## config.mk

```make
export PLATFORM = sky130hd
export DESIGN_NAME = wb_writeback
export DESIGN_NICKNAME = d
export VERILOG_FILES = /design/src/rtl/wb_writeback.sv
export SDC_FILE = /design/constraint.sdc
export NUM_CORES = 1
export LEC_CHECK = 0
export ABC_AREA = 0
export CAP_MARGIN = 20
export CORE_ASPECT_RATIO = 0.6
export CORE_UTILIZATION = 40
export DETAILED_ROUTE_END_ITERATION = 16
export HOLD_SLACK_MARGIN = 0.02
export SYNTH_ARGS = -nofsm -noshare
export SYNTH_HDL_FRONTEND = slang
export SYNTH_SLANG_ARGS = --single-unit
```

## constraint.sdc

```tcl
create_clock -name clk -period 3.85 [get_ports clk]
set_clock_uncertainty 0.05 [all_clocks]
set_input_delay 0.385 -clock clk [delete_from_list [all_inputs] [get_ports clk]]
set_output_delay 0.385 -clock clk [all_outputs]
set_load 0.02 [all_outputs]
```

## src/rtl/wb_writeback.sv

```systemverilog
// Writeback stage: merges buffered ALU results and a single outstanding load onto
// the register-file write port. Define WB_BYPASS_EN to let uncontended ALU results skip the buffer.
module wb_writeback #(
  parameter int XLEN       = 32,
  parameter int REG_ADDR_W = 5,
  parameter int FIFO_DEPTH = 2
) (
  input  logic                  clk,
  input  logic                  reset,
  input  logic                  alu_valid,
  output logic                  alu_ready,
  input  logic [REG_ADDR_W-1:0] alu_rd,
  input  logic [XLEN-1:0]       alu_data,
  input  logic                  ld_issue_valid,
  output logic                  ld_issue_ready,
  input  logic [REG_ADDR_W-1:0] ld_issue_rd,
  input  logic [2:0]            ld_issue_funct3,
  input  logic [1:0]            ld_issue_addr_lo,
  input  logic                  ld_resp_valid,
  input  logic [XLEN-1:0]       ld_resp_data,
  output logic [REG_ADDR_W-1:0] rd,
  output logic                  rd_en,
  output logic [XLEN-1:0]       rd_data,
  output logic [31:0]           sb_busy
);

  // state     | meaning
  // ST_IDLE   | no load outstanding, new load may issue
  // ST_WAIT   | load issued, waiting for memory response
  // ST_WRITE  | formatted load data owns the write port this cycle
  localparam logic [1:0] ST_IDLE  = 2'd0;
  localparam logic [1:0] ST_WAIT  = 2'd1;
  localparam logic [1:0] ST_WRITE = 2'd2;

  localparam int PTR_W = (FIFO_DEPTH > 1) ? $clog2(FIFO_DEPTH) : 1;
  localparam logic [PTR_W:0] DEPTH_C = (PTR_W+1)'(FIFO_DEPTH);

  logic [1:0]            state;
  logic [REG_ADDR_W-1:0] ld_rd;
  logic [2:0]            ld_funct3;
  logic [1:0]            ld_addr_lo;
  logic [XLEN-1:0]       ld_data;

  logic [REG_ADDR_W-1:0] fifo_rd   [FIFO_DEPTH];
  logic [XLEN-1:0]       fifo_data [FIFO_DEPTH];
  logic [PTR_W-1:0]      wr_ptr;
  logic [PTR_W-1:0]      rd_ptr;
  logic [PTR_W:0]        count;

  logic       fifo_full;
  logic       fifo_empty;
  logic       alu_fire;
  logic       bypass;
  logic       push;
  logic       pop;
  logic [7:0] ld_byte;
  logic [15:0] ld_half;
  logic [XLEN-1:0] ld_fmt;

  assign fifo_full      = (count == DEPTH_C);
  assign fifo_empty     = (count == '0);
  assign alu_ready      = !fifo_full;
  assign ld_issue_ready = (state == ST_IDLE);
  assign alu_fire       = alu_valid && alu_ready;
  assign pop            = !fifo_empty && (state != ST_WRITE);

`ifdef WB_BYPASS_EN
  assign bypass = alu_fire && fifo_empty && (state != ST_WRITE);
`else
  assign bypass = 1'b0;
`endif

  assign push = alu_fire && !bypass;

  always_comb begin
    ld_byte = ld_resp_data[7:0];
    case (ld_addr_lo)
      2'd1:    ld_byte = ld_resp_data[15:8];
      2'd2:    ld_byte = ld_resp_data[23:16];
      2'd3:    ld_byte = ld_resp_data[31:24];
      default: ld_byte = ld_resp_data[7:0];
    endcase
    ld_half = ld_addr_lo[1] ? ld_resp_data[31:16] : ld_resp_data[15:0];
    case (ld_funct3)
      3'b000:  ld_fmt = {{(XLEN-8){ld_byte[7]}}, ld_byte};
      3'b001:  ld_fmt = {{(XLEN-16){ld_half[15]}}, ld_half};
      3'b100:  ld_fmt = {{(XLEN-8){1'b0}}, ld_byte};
      3'b101:  ld_fmt = {{(XLEN-16){1'b0}}, ld_half};
      default: ld_fmt = ld_resp_data;
    endcase
  end

  // buffer storage needs no reset; occupancy is tracked by count
  always_ff @(posedge clk) begin
    if (push) begin
      fifo_rd[wr_ptr]   <= alu_rd;
      fifo_data[wr_ptr] <= alu_data;
    end
  end

  always_ff @(posedge clk) begin
    if (reset) begin
      state      <= ST_IDLE;
      ld_rd      <= '0;
      ld_funct3  <= '0;
      ld_addr_lo <= '0;
      ld_data    <= '0;
      sb_busy    <= '0;
      rd         <= '0;
      rd_en      <= 1'b0;
      rd_data    <= '0;
      wr_ptr     <= '0;
      rd_ptr     <= '0;
      count      <= '0;
    end else begin
      case (state)
        ST_IDLE: begin
          if (ld_issue_valid) begin
            state      <= ST_WAIT;
            ld_rd      <= ld_issue_rd;
            ld_funct3  <= ld_issue_funct3;
            ld_addr_lo <= ld_issue_addr_lo;
            if (ld_issue_rd != '0) sb_busy[ld_issue_rd] <= 1'b1;
          end
        end
        ST_WAIT: begin
          if (ld_resp_valid) begin
            state   <= ST_WRITE;
            ld_data <= ld_fmt;
          end
        end
        ST_WRITE: begin
          state          <= ST_IDLE;
          sb_busy[ld_rd] <= 1'b0;
        end
        default: state <= ST_IDLE;
      endcase

      // the load result always has priority over buffered ALU results
      if (state == ST_WRITE) begin
        rd      <= ld_rd;
        rd_data <= ld_data;
        rd_en   <= (ld_rd != '0);
      end else if (pop) begin
        rd      <= fifo_rd[rd_ptr];
        rd_data <= fifo_data[rd_ptr];
        rd_en   <= (fifo_rd[rd_ptr] != '0);
      end else if (bypass) begin
        rd      <= alu_rd;
        rd_data <= alu_data;
        rd_en   <= (alu_rd != '0);
      end else begin
        rd_en <= 1'b0;
      end

      if (push) wr_ptr <= wr_ptr + 1'b1;
      if (pop)  rd_ptr <= rd_ptr + 1'b1;
      case ({push, pop})
        2'b10:   count <= count + 1'b1;
        2'b01:   count <= count - 1'b1;
        default: count <= count;
      endcase
    end
  end

endmodule

```

Word level (Yosys, flattened, before mapping)
Memories as Yosys holds them, arrays and structs flattened. A register that Yosys moved wholly into a read port is not among the register bits.
Index checks and enable logic that the tools add are counted.
- bits in registers: 118
- RAM bits: 74
- output and inout port bits: 72
- word-level logic and storage cells: 85
- memories: 2
- memories (name ; depth ; width ; read ports ; clocked after memory_dff ; write ports ; RTL line ; text):
    fifo_data ; 2 ; 32 ; 1 ; 1 ; 1 ; 45 ; logic [XLEN-1:0] fifo_data [FIFO_DEPTH];
    fifo_rd ; 2 ; 5 ; 1 ; 1 ; 1 ; 44 ; logic [REG_ADDR_W-1:0] fifo_rd [FIFO_DEPTH];
- add/sub/neg operators: 4
- $lt $le $gt $ge: 4
- equal/unequal tests: 15
- mux-type cells: 26
- bitwise operators: 3
- reduce and logical (&&, ||, !) cells: 19
- operators by type and width (operator ; number):
    two-way mux 32 bit ; 4
    case mux 32 bit (4 select lines) ; 1
    case mux 32 bit (2 select lines) ; 1
    bitwise AND 32 bit ; 1
    inverter 32 bit ; 1
    bitwise OR 32 bit ; 1
    case mux 8 bit (3 select lines) ; 1
    two-way mux 16 bit ; 1
    nonzero test 5 bit ; 3
    less-than comparator 5 x 6 -> 1 bit (second input constant) ; 2
    demux 1 bit (select 5 bit) ; 2
    equality test 2 bit (second input constant) ; 5
    >= comparator 5 x 1 -> 1 bit (second input constant) ; 2
    two-way mux 1 bit ; 10
    two-way mux 5 bit ; 2
    case mux 2 bit (2 select lines) ; 2
    equality test 2 x 1 -> 1 bit (second input constant) ; 3
    equality test 3 bit (second input constant) ; 2
    != test 2 bit (second input constant) ; 3
    AND reduction 2 bit ; 3
    nonzero test 2 bit ; 3
    logical AND 1 bit ; 4
    zero test 2 bit ; 2
    two-way mux 2 bit ; 2
    other kinds (8) ; 10

Depth between registers and ports, before layout
- depth after elaboration: 8
- mapped depth: 8
- gate-level depth less buffers: 6

Least setup slack after synthesis
No wires, ideal clock.
- path type: flip-flop to flip-flop
- start: register count[0]
- end: memory fifo_data[0][0] (enable)
- library setup time: 0.431 ns
- arrival: 2.487 ns
- required time: 3.369 ns
- setup slack: 0.882 ns
- cell stages (with the launch flop): 5
- buffers on the path: 1
- cells stage by stage: dfxtp_1 -> clkbuf_1 -> nand2b_1 -> nand2_1 -> nor2_1
- word-level cells in the longest chain between the ends: 5
- RTL lines (element ; RTL line ; text):
    start, declared ; 48 ; logic [PTR_W:0] count;
    start signal, assigned ; 159 ; 2'b10: count <= count + 1'b1;
    start signal, assigned ; 160 ; 2'b01: count <= count - 1'b1;
    start signal, assigned ; 161 ; default: count <= count;
    equality test 2 bit ; 60 ; assign fifo_full = (count == DEPTH_C);
    zero test 1 bit ; 62 ; assign alu_ready = !fifo_full;
    net alu_ready ; 11 ; output logic alu_ready,
    logical AND 1 bit ; 64 ; assign alu_fire = alu_valid && alu_ready;
    two-way mux 1 bit ; 95 ; if (push) begin
    two-way mux 1 bit (implied by the code) ; 97 ; fifo_data[wr_ptr] <= alu_data;
    end, declared ; 45 ;
The timed path passes the listed nets, and every way through them passes these cells.

Worst setup path in the final report
- start: register ld_addr_lo[1]
- end: register ld_data[27]
- word-level cells in the longest chain between the ends: 3
- elaborated cells on any way between the ends: 6
- those cells by class: eq/ne (3); mux (3)
- RTL lines (element ; RTL line ; text):
    start, declared ; 41 ; logic [1:0] ld_addr_lo;
    start signal, assigned ; 122 ; ld_addr_lo <= ld_issue_addr_lo;
    equality test 2 bit or equality test 2 x 1 -> 1 bit (tied branches) ; 77 ; case (ld_addr_lo)
    case mux 8 bit (3 select lines) ; 77 ;
    case mux 32 bit (4 select lines) * ; 84 ; case (ld_funct3)
    end signal, assigned ; 129 ; ld_data <= ld_fmt;
    end, declared ; 42 ; logic [XLEN-1:0] ld_data;
Mark *: on every way between the ends. The rest lies on a longest branch, timed or not.
A chain may end at the register's enable or synchronous reset.

==> flow_summary.json <==
{
  "status": "completed",
  "ys_ff_latch": 193,
  "postCtsSetupRepairBufs": 0,
  "vdd_drop_max_mv": 0.3574,
  "dieWidth_um": 184.1,
  "power.switching_mw": 1.826,
  "p_comb_share_pct": 24.5,
  "drive_above_1_share_pct": 8.000,
  "cap_violations": 0,
  "pin_count": 156,
  "min_period_ns": 2.260,
  "worstPathRequired_ns": 4.07,
  "synth-main-ff-cell": "dfxtp_1",
  "area_growth_pct": 29.71,
  "p_int_mw": 4.178,
  "rsz0062_at_grt": "false",
  "place_inst": 1132,
  "grt_first_pass_wirelength_um": 34200,
  "use_met2_pct": 30.18,
  "cp_max_fo": 16,
  "vias": 6380,
  "drc_errors": 0,
  "utilization_pct": 53.68,
  "cp.arrival_ns": 2.48,
  "timing.final.crit_share_pct": 58.70,
  "port_buffers": 155,
  "clock_latency_ns": 0.43,
  "numCtsBuffers": 17,
  "syn_avg_cell_area_um2": 10.47,
  "nNetsFinal": 972,
  "synthTopCellsByCount": "119 x dfxtp_1, 75 x nor2_1, 74 x edfxtp_1, 71 x o21ai_0, 69 x nand2_1",
  "cts_hold_buf": 0,
  "pwr-share-clk_pct": 31.2,
  "synth_nets": 845,
  "power_density_nw_per_um2": 581.7,
  "grt_max_degree": 73,
  "p_leak_nw": 3.380,
  "regArea_um2": 4606,
  "antenna_found_initial": 3,
  "hold_violations": 0,
  "cts_tree": "built",
  "worstRegToRegCells": 4,
  "clk_pin_slew_worst_paths_ns": 0.07,
  "coreArea_um2": 19230,
  "grt_pass1_vias": 6091,
  "finalWeightedCongestion": 0.8433,
  "die_h_um": 111.2,
  "drt-vias-per-instance": 5.458,
  "pwr-share-seq_pct": 44.3,
  "critPathLaunchType": "register",
  "synth_most_common_cell": "dfxtp_1",
  "syn_area_um2": 7956,
  "cts_sinks": 193,
  "synth_cell_type_count": 50,
  "grt_use_total_pct": 22.29,
  "yosysSeqAreaShare_pct": 57.87,
  "netlist_instances": 760,
  "fillerInstances": 1684,
  "grt_overflow_total": 0,
  "setup_viol": 0,
  "hold_start": "reset",
  "slew_viol_final": 0,
  "dr.pass1.iters": 5,
  "yosys.area.top_type": "dfxtp_1",
  "critPathCaptureType": "register",
  "first_iter_violations": 653,
  "finalPower_mw": 6.003,
  "multi_input_area_um2": 3120,
  "gr-usage-met3_pct": 5.650,
  "place_area_um2": 9662,
  "wire_per_inst_um": 19.14,
  "hold_path_class": "input port to register",
  "synth.area.top_cells": "dfxtp_1 30%, edfxtp_1 28%, mux2i_1 4.9%",
  "fmax_ghz": 0.4425,
  "initial_utilization_pct": 41.38,
  "die_area_um2": 20480,
  "synthArstFlopShare_pct": 0,
  "reg2reg_from": "ld_addr_lo[1]$_SDFFE_PP0P_",
  "met1_usage_pct": 34.35,
  "rows": 39,
  "ctsRootBufferMaster": "clkbuf_16",
  "yosys.area.top_type_share_pct": 29.94,
  "hold_depth": 2,
  "grt_busiest_layer": "met1",
  "dp_hpwl_um": 16110,
  "htree_levels": 4,
  "yosysWarnings": 0,
  "post_cts_resized": 0,
  "setup_tns_ns": 0,
  "antenna_left": 0,
  "clk_path_buf_depth": 2,
  "tightest_slew_ns": 1.068,
  "relSlewSlack_pct": 28.71,
  "design_area_um2": 10320,
  "r2r_slack_ns": 1.59,
  "synth_edf_count": 74,
  "critPathKind": "register to register",
  "r2r-end": "ld_data[27]$_SDFFE_PP0P_",
  "switching_share_pct": 30.41,
  "wl_um": 22370,
  "fin_cells": 1169
}
-- layout make-up --
type                            count  area share (%)
Antenna cell                        3         0.07274
Inverter                            1         0.03637
Timing Repair Buffer              164           15.80
Clock buffer                       21           4.268
Clock inverter                     11           1.734
Sequential cell                   193           44.63
Multi-Input combinational cell    510           30.24
Tap cell                          266           3.225
-- power groups by stage --
stage	registers [mW]	clock network, mW	logic [mW]
after floorplan	2.72	0	0.839
after global placement	2.70	0	1.43
after detailed placement	2.71	0	1.45
after CTS	2.67	1.90	1.46
after global routing	2.70	1.97	1.61
final	2.66	1.87	1.47
-- per-layer routing --
metal | vias to the layer above | routed length (um) | part of all wire, %
li1 | 2999 | - | -
met1 | 3091 | 11310 | 51
met2 | 262 | 9007 | 40
met3 | 28 | 1763 | 7.9
met4 | 0 | 293 | 1.3
met5 | - | 0 | 0
-- per-stage QoR --
step / setup slack (ns) / hold slack, ns
after floorplan: 0.8819 / 0.4077
after global placement: 1.520 / 0.4057
after detailed placement: 1.426 / 0.4138
after CTS: 1.398 / 0.3255
after global routing: 1.436 / 0.3794
final: 1.590 / 0.3618
-- cell families after synthesis --
family	share of synthesized area, %
xor+xnor	0.4404
mux	6.070
fa+ha+maj	0.1572
compound gates	14.44
buf+inv	3.129
flops	57.87
simple gates	17.90
-- sequential cells by signal (all words and copies together), names as in the netlist, named ones only --
name / cells
ld_funct3: 3
ld_rd: 5
wr_ptr: 1
fifo_rd: 10
rd_en: 1
fifo_data: 64
rd: 5
state: 2
rd_data: 32
ld_addr_lo: 2
ld_data: 32
rd_ptr: 1
sb_busy: 32
count: 2
-- worst max path at each step --
stage | startpoint | endpoint | slack (ns)
floorplan | count[0]$_SDFFE_PP0P_ | fifo_data[0][0]$_DFFE_PP_ | 0.88
global placement | alu_valid | fifo_data[0][12]$_DFFE_PP_ | 1.52
detailed placement | state[0]$_SDFFE_PP0P_ | rd_data[13]$_SDFFE_PP0P_ | 1.43
CTS | state[0]$_SDFFE_PP0P_ | rd_data[13]$_SDFFE_PP0P_ | 1.40
global route | ld_funct3[1]$_SDFFE_PP0P_ | ld_data[18]$_SDFFE_PP0P_ | 1.44
finish | ld_addr_lo[1]$_SDFFE_PP0P_ | ld_data[27]$_SDFFE_PP0P_ | 1.59
-- worst max-delay path, cell delays in order (launching register included) --
cell and delay [ns]:
dfxtp_1 0.68, mux2i_2 0.41, mux2i_1 0.15, a21oi_2 0.63, a211oi_1 0.17
-- cells in the final DEF, fill, tap and decap left out, types with 16 or more instances in the layout --
master           instances
a211oi_1                17
a21oi_1                 58
clkbuf_16               17
clkdlybuf4s50_1        154
dfxtp_1                118
edfxtp_1                74
mux2i_1                 39
nand2_1                 69
nand2b_1                16
nand3b_1                46
nor2_1                  73
nor2b_1                 16
o21ai_0                 71
o22ai_1                 22
No activity file was read; power rests on OpenSTA's default activity.
==> variant: new RTL, same settings <==
The parameter `REG_ADDR_W` goes from 5 to 7.
--- a/src/rtl/wb_writeback.sv
+++ b/src/rtl/wb_writeback.sv
@@ -3,5 +3,5 @@
 module wb_writeback #(
   parameter int XLEN       = 32,
-  parameter int REG_ADDR_W = 5,
+  parameter int REG_ADDR_W = 7,
   parameter int FIFO_DEPTH = 2
 ) (
Interface: changed (resized alu_rd, ld_issue_rd and rd); port bits go from 156 to 162. The function was not compared with the original's and may differ.
==> variant against the unedited design <==
- worst setup slack worse by 15 ps
- first-iteration DRC count is 24% lower
- routed wire length is 2.0% higher
- sequential power is 6% higher
- sequential share of layout area is 0.054 points lower
- sequential cell count is 8 higher
- power is 9.8% higher
- synthesized area is 4.9% higher
- design area is 4.5% higher
- critical path type unchanged
- critical endpoint is now ld_data[10]
- largest cell class unchanged
==> variant: results (changes against the unedited design) <==
- Status: completed
- The maximum fanout along the worst path was 17 (+1).
- Critical Path Slowest Stage Cell: sky130_fd_sc_hd__and3b_1
- On the critical path the largest part of the delay comes from simple AND/OR/NAND/NOR gates.
- The data arrival at the endpoint of the critical path was 2580 ps (+100 ps).
- The via count of the first global-routing pass was 6,211 (+2.0%).
* Final Wtd Congestion: 0.882 (+4.5%)
* Wire length on met1: 12.2 mm (+8.0%)
* Fraction of registers with async set/reset: 0 (unchanged)
- The number of filler instances in the final layout came to 1,841 (+9.3%).
- The wire length per cell after detailed routing came to 18.4 um (-3.8%).
- Met3 wire len: 1.37 mm (-22%)
- Net total in the final layout: 1,043 (+7.3%)
- Total placed instance area: 10,100 um^2 (+4.9%)
- The root buffer cell chosen for the clock tree is sky130_fd_sc_hd__clkbuf_16.
* Static Leak: 3.58 nW (+5.8%)
- Minimum setup slack after placement: 1220 ps (-208 ps)
- Post-CTS setup-driven buffer insertion count: 0 (unchanged)
- Classification of the worst-slack hold path: in -> reg
- Number of enable-type register cells in the synthesized netlist: 78 (+5.4%)
* Number of antenna violations at the first check in global routing: 0 (-3)
* Max-Slew Margin vs Limit: 0.352 (+0.0652)
- The count of input and output buffers came to 161 (+3.9%).
- The number of iterations in the first detailed-routing pass was 5 (unchanged).
- Top metal layer carrying routed signals: met4
- The fraction of met3 tracks used by global routing is 0.0338 (-0.0227).
* Number of CTS-inserted buffers: 19 (+2)
- The global routing met2 resource utilization was 0.284 (-0.0182).
- The antenna cell count is 0 (-3).
- The longest individual stage delay on the worst path came to 640 ps (-40 ps).
- By count the netlist is led by sky130_fd_sc_hd__nand2_1, sky130_fd_sc_hd__dfxtp_1, sky130_fd_sc_hd__edfxtp_1.
* Dominant cells by area after synthesis: sky130_fd_sc_hd__dfxtp_1, sky130_fd_sc_hd__edfxtp_1, sky130_fd_sc_hd__nand2_1
* Maximum buffer depth of the clock tree: 3 (+1)
- HPWL Detailed: 16.3 mm (+1.1%)
- The met1 track demand over resource in global routing was 0.348 (+0.00485).
- The maximum number of pins on one net before global-route repair was 53 (-27%).
* Number of cells upsized or downsized after cts: 0 (unchanged)
* Clock-pin slew reported for the worst setup and hold paths after clock tree synthesis: 70 ps (about the same)
- CTS H-tree lvls: 1 (-3)
- The vias after detailed routing came to 6,593 (+3.3%).
* First-pass GRT wire length: 35.3 mm (+3.2%)
- Iteration-0 DRC Markers: 499 (-24%)
* Fraction of the yosys area taken by sequential cells: 0.576 (-0.00300)
- Peak supply drop: 322 uV (-9.8%)
- Register with the most flip-flops: fifo_data
- Hold bufs inserted after CTS: 0 (unchanged)
- The clock latency at the later pin of the worst-skew pair came to 490 ps (+60 ps).
- The detailed route wirelength on metal2 was 8.85 mm (-1.8%).
* Total routing usage reported by global routing: 0.212 (-0.0114)
- Synth cell types: 46 (-8.0%)
- Layout cell share with drive strength beyond 1: 0.0818 (+0.00178)
* Post-synthesis net count: 911 (+7.8%)
- The number of flip-flops in the largest register is 64 (unchanged).
variant: changes by cell type in the layout (fill, tap and decap cells not counted), sizes merged, moves of 7 or more:
cell    before  now
o21ai       79   63
nor2        77   59
a31oi        0    8
o211ai       0   40
nand2       69  149
nand2b      16    5
nor2b       17   31
o22ai       22    0
nand3b      47    8
o221a        0    7
variant: where the power goes:
| group | internal, mW | switching [mW] |
|---|---|---|
| clock | 1.16 | 0.791 |
| combinational | 0.837 | 0.982 |
| sequential | 2.58 | 0.243 |
variant: stage by stage:
stage                     hold slack (ps)  total power [mW]  instances
after global routing                  373              6.93       1239
after detailed placement              405              4.68       1206
after CTS                             328              6.63       1239
after global placement                403              4.67       1206
final                                 347              6.59       1239
after floorplan                       379              3.96        822
variant: logic make-up (layout without fill, tap and decap cells):
logic type | after synthesis | count (layout) | synth area share
xor+xnor | 4 | 4 | 0.00420
fa+ha+maj | 1 | 1 | 0.00150
flops | 201 | 201 | 0.576
buf+inv | 66 | 210 | 0.0337
compound gates | 205 | 205 | 0.160
simple gates | 295 | 295 | 0.164
mux | 50 | 50 | 0.0613
variant: cell type report:
| cell class | instances | area [um^2] | area share |
|---|---|---|---|
| flip-flops and latches | 201 | 4810 | 0.446 |
| multi-input cells | 555 | 3280 | 0.304 |
| repair buffers | 173 | 1700 | 0.158 |
| clock buffers | 22 | 518 | 0.0480 |
| well taps | 273 | 342 | 0.0317 |
| clock inverters | 11 | 126 | 0.0117 |
| inverters | 4 | 15.0 | 0.00139 |
variant: path summary, 6_finish.rpt:
kind	start	endpoint	slack (ps)	depth (start not counted)
worst max-delay path	state[0]	ld_data[10]	1580	4
worst min-delay path	reset	state[1]	350	2
worst max register to register	state[0]	ld_data[10]	1580	4
worst min register to register	ld_data[13]	rd_data[13]	410	2
